<file path="config.mk">
export PLATFORM = sky130hd
export DESIGN_NAME = instr_encoder_flat
export DESIGN_NICKNAME = d
export VERILOG_FILES = /design/src/rtl/instr_encoder_if.sv /design/src/rtl/instr_encoder.sv /design/src/flat_wrapper.sv
export SDC_FILE = /design/constraint.sdc
export NUM_CORES = 1
export LEC_CHECK = 0
export ABC_AREA = 1
export BUFFER_PORTS_ARGS = -buffer_cell sky130_fd_sc_hd__buf_2
export CORE_MARGIN = 2
export CORE_UTILIZATION = 60
export DETAILED_ROUTE_END_ITERATION = 12
export GPL_ROUTABILITY_DRIVEN = 0
export GPL_TIMING_DRIVEN = 0
export PLACE_DENSITY = 0.82
export SLEW_MARGIN = 10
export SYNTH_ARGS = -nofsm -noshare
export SYNTH_HDL_FRONTEND = slang
export SYNTH_SLANG_ARGS = --single-unit
export TNS_END_PERCENT = 1
</file>
<file path="constraint.sdc">
create_clock -name clk -period 6.8 [get_ports clk]
set_clock_uncertainty 0.15 [all_clocks]
set_input_delay 0.68 -clock clk [delete_from_list [all_inputs] [get_ports clk]]
set_output_delay 0.68 -clock clk [all_outputs]
set_load 0.005 [all_outputs]
</file>
<file path="src/rtl/instr_encoder_if.sv">
// Handshake and instruction-memory write bus for instr_encoder.
// master drives operations and control pulses; slave is the encoder itself.
interface instr_encoder_if #(
    parameter int ADDR_W = 8
) ();
    logic              start;
    logic [ADDR_W-1:0] base_addr;
    logic              finish;
    logic              in_valid;
    logic              in_ready;
    logic [2:0]        in_op;
    logic [4:0]        in_rs;
    logic [4:0]        in_rt;
    logic [4:0]        in_rd;
    logic [15:0]       in_imm;
    logic              mem_we;
    logic [ADDR_W-1:0] mem_addr;
    logic [31:0]       mem_wdata;
    logic [ADDR_W:0]   count;
    logic              busy;
    logic              done;
    logic              err;

    modport master (
        output start, base_addr, finish, in_valid, in_op, in_rs, in_rt, in_rd, in_imm,
        input  in_ready, mem_we, mem_addr, mem_wdata, count, busy, done, err
    );

    modport slave (
        input  start, base_addr, finish, in_valid, in_op, in_rs, in_rt, in_rd, in_imm,
        output in_ready, mem_we, mem_addr, mem_wdata, count, busy, done, err
    );
endinterface

</file>
<file path="src/rtl/instr_encoder.sv">
// Symbolic-op to MIPS word encoder with a 4-entry FIFO; streams encoded words
// into consecutive instruction-memory addresses starting at base_addr.
module instr_encoder #(
    parameter int GROUP  = 7,
    parameter int ADDR_W = 8
) (
    input logic             clk,
    input logic             rst,
    instr_encoder_if.slave  bus
);
    localparam logic [5:0]      OP_R      = 6'(GROUP);
    localparam logic [5:0]      OP_LW     = 6'(GROUP + 1);
    localparam logic [5:0]      OP_SW     = 6'(GROUP + 2);
    localparam logic [4:0]      SHAMT     = 5'd10;
    localparam logic [ADDR_W:0] COUNT_MAX = {1'b1, {ADDR_W{1'b0}}};

    typedef enum logic [1:0] {
        ST_IDLE  = 2'd0,
        ST_RUN   = 2'd1,
        ST_DRAIN = 2'd2
    } state_t;

    typedef struct packed {
        logic [2:0]  op;
        logic [4:0]  rs;
        logic [4:0]  rt;
        logic [4:0]  rd;
        logic [15:0] imm;
    } entry_t;

    function automatic logic [31:0] encode_word(input entry_t e);
        logic [31:0] w;
        w = 32'd0;
        case (e.op)
            3'd0:    w = {OP_R, e.rs, e.rt, e.rd, SHAMT, 6'd32};
            3'd1:    w = {OP_R, e.rs, e.rt, e.rd, SHAMT, 6'd34};
            3'd2:    w = {OP_R, e.rs, e.rt, e.rd, SHAMT, 6'd36};
            3'd3:    w = {OP_R, e.rs, e.rt, e.rd, SHAMT, 6'd37};
            3'd4:    w = {OP_R, e.rs, e.rt, e.rd, SHAMT, 6'd50};
            3'd5:    w = {OP_LW, e.rs, e.rt, e.imm};
            3'd6:    w = {OP_SW, e.rs, e.rt, e.imm};
            default: w = 32'd0;
        endcase
        return w;
    endfunction

    state_t            state_r, state_n;
    entry_t            fifo_r [4];
    entry_t            head_s;
    logic [1:0]        wr_ptr_r, rd_ptr_r;
    logic [2:0]        occ_r, occ_n;
    logic              push_s, pop_s, done_s, in_ready_n_s;
    logic              in_ready_r, mem_we_r, busy_r, done_r, err_r;
    logic [ADDR_W-1:0] addr_r, mem_addr_r;
    logic [31:0]       mem_wdata_r;
    logic [ADDR_W:0]   count_r;

    // start flushes, so anything arriving or leaving on that edge is discarded
    assign push_s = bus.in_valid && in_ready_r && !bus.start;
    assign pop_s  = (occ_r != 3'd0) && (state_r != ST_IDLE) && !bus.start;
    assign head_s = fifo_r[rd_ptr_r];

    // State register
    always_ff @(posedge clk or posedge rst) begin
        if (rst) begin
            state_r <= ST_IDLE;
        end else begin
            state_r <= state_n;
        end
    end

    // Next-state logic; done fires on the drain-complete transition
    always_comb begin
        state_n = state_r;
        done_s  = 1'b0;
        if (bus.start) begin
            state_n = ST_RUN;
        end else begin
            case (state_r)
                ST_IDLE: state_n = ST_IDLE;
                ST_RUN: begin
                    if (bus.finish) state_n = ST_DRAIN;
                    else            state_n = ST_RUN;
                end
                ST_DRAIN: begin
                    if (occ_r == 3'd0) begin
                        state_n = ST_IDLE;
                        done_s  = 1'b1;
                    end else begin
                        state_n = ST_DRAIN;
                    end
                end
                default: state_n = ST_IDLE;
            endcase
        end
    end

    // Next FIFO occupancy and the registered ready it implies
    always_comb begin
        occ_n = occ_r;
        if (bus.start) begin
            occ_n = 3'd0;
        end else if (push_s && !pop_s) begin
            occ_n = occ_r + 3'd1;
        end else if (pop_s && !push_s) begin
            occ_n = occ_r - 3'd1;
        end else begin
            occ_n = occ_r;
        end
        in_ready_n_s = (state_n == ST_RUN) && (occ_n != 3'd4);
    end

    // FIFO storage; contents are don't-care until pushed
    always_ff @(posedge clk) begin
        if (push_s) begin
            fifo_r[wr_ptr_r] <= '{op: bus.in_op, rs: bus.in_rs, rt: bus.in_rt,
                                  rd: bus.in_rd, imm: bus.in_imm};
        end
    end

    // Pointers, address/count tracking and registered write outputs
    always_ff @(posedge clk or posedge rst) begin
        if (rst) begin
            wr_ptr_r    <= 2'd0;
            rd_ptr_r    <= 2'd0;
            occ_r       <= 3'd0;
            in_ready_r  <= 1'b0;
            busy_r      <= 1'b0;
            done_r      <= 1'b0;
            err_r       <= 1'b0;
            mem_we_r    <= 1'b0;
            mem_addr_r  <= '0;
            mem_wdata_r <= 32'd0;
            addr_r      <= '0;
            count_r     <= '0;
        end else begin
            occ_r      <= occ_n;
            in_ready_r <= in_ready_n_s;
            busy_r     <= (state_n != ST_IDLE);
            done_r     <= done_s;
            if (bus.start) begin
                wr_ptr_r <= 2'd0;
                rd_ptr_r <= 2'd0;
                addr_r   <= bus.base_addr;
                count_r  <= '0;
                err_r    <= 1'b0;
                mem_we_r <= 1'b0;
            end else begin
                if (push_s) begin
                    wr_ptr_r <= wr_ptr_r + 2'd1;
                end
                if (pop_s) begin
                    rd_ptr_r <= rd_ptr_r + 2'd1;
                    if (head_s.op == 3'd7) begin
                        mem_we_r <= 1'b0;
                        err_r    <= 1'b1;
                    end else begin
                        mem_we_r    <= 1'b1;
                        mem_addr_r  <= addr_r;
                        mem_wdata_r <= encode_word(head_s);
                        addr_r      <= addr_r + 1'b1;
                        if (count_r != COUNT_MAX) begin
                            count_r <= count_r + 1'b1;
                        end
                        // writing the top address wraps the next one to zero
                        if (addr_r == {ADDR_W{1'b1}}) begin
                            err_r <= 1'b1;
                        end
                    end
                end else begin
                    mem_we_r <= 1'b0;
                end
            end
        end
    end

    assign bus.in_ready  = in_ready_r;
    assign bus.mem_we    = mem_we_r;
    assign bus.mem_addr  = mem_addr_r;
    assign bus.mem_wdata = mem_wdata_r;
    assign bus.count     = count_r;
    assign bus.busy      = busy_r;
    assign bus.done      = done_r;
    assign bus.err       = err_r;
endmodule

</file>
<file path="src/flat_wrapper.sv">
// flat-port wrapper written by rule: the top's interface ports become plain ports
module instr_encoder_flat 
#(
    parameter int GROUP  = 7,
    parameter int ADDR_W = 8
)
  (clk, rst, bus_start, bus_base_addr, bus_finish, bus_in_valid, bus_in_op, bus_in_rs, bus_in_rt, bus_in_rd, bus_in_imm, bus_in_ready, bus_mem_we, bus_mem_addr, bus_mem_wdata, bus_count, bus_busy, bus_done, bus_err);
  instr_encoder_if #(.ADDR_W(ADDR_W)) bus_i ();
  input logic clk;
  input logic rst;
  input wire logic [$bits(bus_i.start)-1:0] bus_start;
  input wire logic [$bits(bus_i.base_addr)-1:0] bus_base_addr;
  input wire logic [$bits(bus_i.finish)-1:0] bus_finish;
  input wire logic [$bits(bus_i.in_valid)-1:0] bus_in_valid;
  input wire logic [$bits(bus_i.in_op)-1:0] bus_in_op;
  input wire logic [$bits(bus_i.in_rs)-1:0] bus_in_rs;
  input wire logic [$bits(bus_i.in_rt)-1:0] bus_in_rt;
  input wire logic [$bits(bus_i.in_rd)-1:0] bus_in_rd;
  input wire logic [$bits(bus_i.in_imm)-1:0] bus_in_imm;
  output wire logic [$bits(bus_i.in_ready)-1:0] bus_in_ready;
  output wire logic [$bits(bus_i.mem_we)-1:0] bus_mem_we;
  output wire logic [$bits(bus_i.mem_addr)-1:0] bus_mem_addr;
  output wire logic [$bits(bus_i.mem_wdata)-1:0] bus_mem_wdata;
  output wire logic [$bits(bus_i.count)-1:0] bus_count;
  output wire logic [$bits(bus_i.busy)-1:0] bus_busy;
  output wire logic [$bits(bus_i.done)-1:0] bus_done;
  output wire logic [$bits(bus_i.err)-1:0] bus_err;
  assign bus_i.start = bus_start;
  assign bus_i.base_addr = bus_base_addr;
  assign bus_i.finish = bus_finish;
  assign bus_i.in_valid = bus_in_valid;
  assign bus_i.in_op = bus_in_op;
  assign bus_i.in_rs = bus_in_rs;
  assign bus_i.in_rt = bus_in_rt;
  assign bus_i.in_rd = bus_in_rd;
  assign bus_i.in_imm = bus_in_imm;
  assign bus_in_ready = bus_i.in_ready;
  assign bus_mem_we = bus_i.mem_we;
  assign bus_mem_addr = bus_i.mem_addr;
  assign bus_mem_wdata = bus_i.mem_wdata;
  assign bus_count = bus_i.count;
  assign bus_busy = bus_i.busy;
  assign bus_done = bus_i.done;
  assign bus_err = bus_i.err;
  instr_encoder #(.GROUP(GROUP), .ADDR_W(ADDR_W)) u_core (.clk(clk), .rst(rst), .bus(bus_i));
endmodule
</file>
Word level (Yosys, flattened, before mapping)
Memories as Yosys holds them, arrays and structs flattened. Cells that the tools add are included.

Flip-flop bits (word level): 71. Memory bits (writable): 136. Input port bits: 47. Output and inout bits: 54. Word-level logic and storage cells: 90. Memories: 1.

Add/subtract/negate cells: 6. Equality and inequality tests: 14. Mux-type cells: 31. Bitwise logic cells: 2. Reductions and logical operators: 23.

Memory list: u_core.fifo_r (words 4, bits a word 34, rd ports 1, clocked after memory_dff 0, write ports 1, RTL line instr_encoder.sv:48) `entry_t fifo_r [4];`.

Operator list (number): case mux 30 bit (7 select lines) (1); two-way mux 9 bit (4); two-way mux 8 bit (3); two-way mux 2 bit (7); == test 3 bit (second input constant) (4); two-way mux 1 bit (12); nonzero test 2 bit (5); adder 9 x 1 -> 9 bit (second input constant) (1); two-way mux 3 bit (3); inequality test 9 bit (second input constant) (1); adder 8 x 1 -> 8 bit (second input constant) (1); == test 8 bit (second input constant) (1); logical AND 1 bit (7); == test 3 x 2 -> 1 bit (second input constant) (2); zero test 3 bit (2); AND reduction 3 bit (2); nonzero test 3 bit (2); adder 2 x 1 -> 2 bit (second input constant) (2); == test 2 x 1 -> 1 bit (second input constant) (2); case mux 2 bit (2 select lines) (1); AND reduction 2 bit (2); adder 3 x 1 -> 3 bit (second input constant) (1); == test 3 x 1 -> 1 bit (second input constant) (1); zero test 1 bit (3); other kinds (5) (6).

Logic depth before layout (Yosys ltp)
Depth in word-level cells: 9. Depth in mapped cells: 13.

Worst setup path after synthesis
No wires, ideal clock.

Path kind: input to register. From: in bus_start. To: mem u_core.fifo_r[0][0] (netlist bit) (enable). Arrival time: 2.636 ns. Data required time: 6.225 ns. Setup slack: 3.589 ns. Stages on the path: 4. Buffers on the path: 1. Cell sequence: buf_2 nor2_1 inv_1 nor2_1.

Word-level cells in the longest chain between the ends: 4.

Ends and longest elaborated chain: from (decl) (RTL line flat_wrapper.sv:11) `input wire logic [$bits(bus_i.start)-1:0] bus_start;`; zero test 1 bit (RTL line instr_encoder.sv:59) `assign push_s = bus.in_valid && in_ready_r && !bus.start;`; logical AND 1 bit (RTL line instr_encoder.sv:59); two-way mux 1 bit (RTL line instr_encoder.sv:115) `if (push_s) begin`; two-way mux 1 bit (not written as such) (RTL line instr_encoder.sv:116) `fifo_r[wr_ptr_r] <= '{op: bus.in_op, rs: bus.in_rs, rt: bus.in_rt,`; to (decl) (RTL line instr_encoder.sv:48).

No other way between the ends.

Worst setup path after layout
From: reg u_core.rd_ptr_r[1]. To: reg u_core.mem_wdata_r[14] (netlist: u_core.bus.mem_wdata[14]).

Word-level cells in the longest chain between the ends: 4. Elaborated cells on any way between the ends: 12. Classes of those cells: 7 x eq/ne; 1 x mux; 1 x bitwise; 2 x reduce/logical; 1 x memory.

Ends and longest elaborated chain: from (decl) (RTL line instr_encoder.sv:50) `logic [1:0] wr_ptr_r, rd_ptr_r;`; from (signal assigned) (RTL line instr_encoder.sv:153) `rd_ptr_r <= rd_ptr_r + 2'd1;`; memory read (4 x 34 bit) *; parallel branches: the longest is 3 deep, another holds case mux 30 bit (7 select lines); to (signal assigned) (RTL line instr_encoder.sv:160) `mem_wdata_r <= encode_word(head_s);`; to (decl) (RTL line instr_encoder.sv:55) `logic [31:0] mem_wdata_r;`.

Mark *: on every way between the ends. A chain may end at the register's enable or synchronous reset.

==> summary.md <==
The die covers 15,400 sq um. The growth of design area from synthesis to finish is 18.8%, and the setup TNS is 0 ns. The run gives 204 as the sink count of the clock tree. The tools report the clock root buffer as sky130_fd_sc_hd__clkbuf_16. The worst setup path is captured at a flop. Setup violations remaining at the end of the flow were counted as 0. The launching element type of the critical path was a flop. The total number of H-tree levels was 1. Largest net degree at the start of global routing: 56. No sink is reached through more buffers than the 3 on the longest clock path. The starting utilization of the core area came out at 0.620. The number of flops mapped to enable cells by yosys works out to 136. The placed cell count was 1,070. The tools report the number of iterations in the first detailed-routing pass as 5. Wire length of the first global-routing pass: 31,100 um. Counting flops and latches in the post-synthesis netlist gives 204.

The yosys synthesis warning count is 0, and the area share of the leading cell type in the synthesized netlist is 0.471. Fill cells in the final layout number 915. Synthesis produced 787 cells. The number of different library cells used by synthesis comes to 41.

The detailed router placed 6,268 vias in this run. Setup repair after global routing left no endpoint under its margin. The logs give 0 for the final-report hold violation count and 4.49 nW for the leakage component of the power. The class of the most critical hold timing path is primary input to flop.

Buffers inserted during clock tree synthesis total 21. At the pin with the least slew margin, the transition time is 0.618 ns. The total number of nets in the final design is 974. The flow ran to the end, and the final reports show no timing, DRC or antenna violations. Number of antenna violations at the first check in global routing: 1.

Dividing the detail-routed wire length by the instance count gives 18.0 um. For the area after detailed placement, the log shows 9550 sq um. Summed over all layers, the routed wires come to 20,000 um. Derived from the worst setup path, the maximum achievable clock frequency is 0.452 GHz.

Excluding fillers, the count of instances in the completed layout stands at 1,110. Ranked by total cell area, the synthesized netlist is headed by sky130_fd_sc_hd__edfxtp_1, sky130_fd_sc_hd__dfrtp_1, sky130_fd_sc_hd__nand2_1, sky130_fd_sc_hd__nand3_1, sky130_fd_sc_hd__a21oi_1. Detailed placement finished with a half-perimeter wire length of 13,100 um. The aggregate global-route resource usage came out at 0.256. The fraction of the yosys area taken by sequential cells is 0.667, and the final worst-path cycle share is 0.325.

The critical path is of the flop to flop type. After detailed routing, the number of remaining DRC violations is 0. The height of the die works out to 124 um. The tools report the via count of the first global-routing pass as 6,051.

Hold timing on the final database bottoms out at a slack of 0.236 ns. Mean cell area of the mapped netlist: 11.0 sq um. The remaining antenna violation count after routing came out at 0. The fraction of final layout cells with drive strength greater than 1 is 0.215. The tools report the max-slew violation count as 0. Die span in x: 124 um. The final period demand of the worst path was 2.21 ns; the first-iteration detailed-routing DRC count was 543. sky130_fd_sc_hd__edfxtp_1 takes more of the synthesized area than any other cell. The number of cell rows was 43; the clock latency on the worst-skew pair was 0.50 ns.

Data required time of the worst path: 7.08 ns. Max-cap violations in this run came to 0. For this run, the leading register cell type out of synthesis is sky130_fd_sc_hd__edfxtp_1. After routing the design area is 10,300 sq um. 101 I/O pins were placed. The logs give 0 for the number of gates given a new drive strength after cts and 14,000 sq um for the core area. The global route total overflow was 0. The CTS clock-pin slew for the worst setup and hold paths is 0.06 ns. For the worst setup path, the data arrival time is 2.49 ns.

The netlist area before placement was 8680 sq um. IR analysis of the VDD net gives a maximum drop of 0.000233 V. Maximum fanout along the worst path: 10. TritonCTS built the clock tree. The share of synthesized flip-flops with an asynchronous set or reset is 0.333, and the remaining max-slew budget at the tightest pin is 0.588. For this design the ratio of total power to cell area is 336 nW/um^2. In this run the tool buffered the top-level ports with 97 buffer cells.

After detailed routing, the number of vias per cell comes to 5.65.
-- cell families after synthesis --
logic type	count (synthesis)	share of synthesized area
xor+xnor	8	0.00807
fa+ha+maj	13	0.0187
buf+inv	95	0.0506
simple gates	348	0.173
flops	204	0.667
compound gates	118	0.0829
other cells	1	0.000432
-- worst paths after layout --
path	from	end	slack (ns)	cells past startpoint
max	u_core.rd_ptr_r[1]	u_core.bus.mem_wdata[14]	4.59	7
min	bus_in_imm[9]	u_core.fifo_r[2][9]	0.24	1
max reg2reg	u_core.rd_ptr_r[1]	u_core.bus.mem_wdata[14]	4.59	7
min reg2reg	u_core.bus.mem_wdata[29]	u_core.bus.mem_wdata[29]	0.33	2
max in group asynchronous	rst	u_core.bus.mem_wdata[8]	5.44	4
min in group asynchronous	rst	u_core.bus.count[2]	0.50	3
-- stage by stage --
step           setup WS, ns  power (W)  utilization
2_1_floorplan          3.59    0.00197            -
3_3_place_gp           2.34    0.00222        0.672
3_5_place_dp           4.15    0.00226        0.683
4_1_cts                4.61    0.00347        0.737
5_1_grt                4.47    0.00361        0.737
6_report               4.59    0.00347        0.737
-- metal layers --
metal	wire length (um)	track usage	up-vias
met5	0	0	-
met1	8030	0.339	3003
li1	-	-	2929
met3	1420	0.0387	51
met2	9910	0.427	285
met4	662	0.106	0
-- report_power, final --
group,switching (W),internal (W),leakage [nW]
combinational,0.000428,0.000267,2.04
sequential,0.0000886,0.00147,2.09
clock,0.000469,0.000748,0.362
-- synthesized netlist by cell type (all sizes together), types with 2 or more instances --
| cell type | n |
|---|---|
| a21oi | 41 |
| a22o | 9 |
| a22oi | 2 |
| a32o | 8 |
| buf | 27 |
| clkbuf | 9 |
| dfrtp | 68 |
| edfxtp | 136 |
| ha | 13 |
| inv | 59 |
| nand2 | 221 |
| nand3 | 62 |
| nand4 | 3 |
| nor2 | 53 |
| nor3 | 4 |
| nor3b | 2 |
| o21ai | 48 |
| o22ai | 6 |
| or2 | 2 |
| xnor2 | 3 |
| xor2 | 5 |
-- sequential cells by signal, summed over array words and instances, names as in the netlist --
name and flops:
u_core.bus.mem_we 1, u_core.state_r 2, u_core.bus.in_ready 1, u_core.bus.mem_wdata 29
u_core.occ_r 3, u_core.bus.err 1, u_core.bus.done 1, u_core.bus.busy 1
u_core.bus.count 9, u_core.wr_ptr_r 2, u_core.rd_ptr_r 2, u_core.bus.mem_addr 8
u_core.fifo_r 136, u_core.addr_r 8
-- layout by cell type, fill, tap and decap left out, types with 6 or more instances in the layout --
master	n
sky130_fd_sc_hd__dfrtp_1	68
sky130_fd_sc_hd__edfxtp_1	136
sky130_fd_sc_hd__clkbuf_1	10
sky130_fd_sc_hd__nor2_1	47
sky130_fd_sc_hd__a32o_1	8
sky130_fd_sc_hd__clkbuf_16	21
sky130_fd_sc_hd__o21ai_0	35
sky130_fd_sc_hd__a22o_1	9
sky130_fd_sc_hd__o22ai_1	6
sky130_fd_sc_hd__inv_1	52
sky130_fd_sc_hd__nand2_2	9
sky130_fd_sc_hd__buf_4	6
sky130_fd_sc_hd__nand3_1	60
sky130_fd_sc_hd__a21oi_1	41
sky130_fd_sc_hd__clkbuf_8	6
sky130_fd_sc_hd__buf_2	113
sky130_fd_sc_hd__nand2_1	210
sky130_fd_sc_hd__ha_1	13
sky130_fd_sc_hd__o21ai_2	9
-- timing repair --
item | in CTS | in global routing
buffers inserted | 0 | 0
hold endpoints to repair | 13 | 0
hold buffers | 1 | 0
-- critical path, cell delays in order (launching register included) --
cell                       delay (ns)
sky130_fd_sc_hd__dfrtp_1         0.41
sky130_fd_sc_hd__inv_2           0.17
sky130_fd_sc_hd__buf_4           0.23
sky130_fd_sc_hd__clkbuf_1        0.47
sky130_fd_sc_hd__o21ai_0         0.27
sky130_fd_sc_hd__o22ai_1         0.17
sky130_fd_sc_hd__nand3_1         0.13
sky130_fd_sc_hd__nand3_1         0.13
-- area by class of cell --
type                       count  area, sq um  share of cell area
sequential                   204         5790               0.561
multi-input combinational    489         2490               0.241
antenna                        1         2.50            0.000243
clock inverter                10          135              0.0131
timing repair buffer         103          618              0.0600
buffer                        36          215              0.0209
inverter                      59          226              0.0220
clock buffer                  28          612              0.0594
tap                          180          225              0.0218
Power figures use the tool's default switching activity.
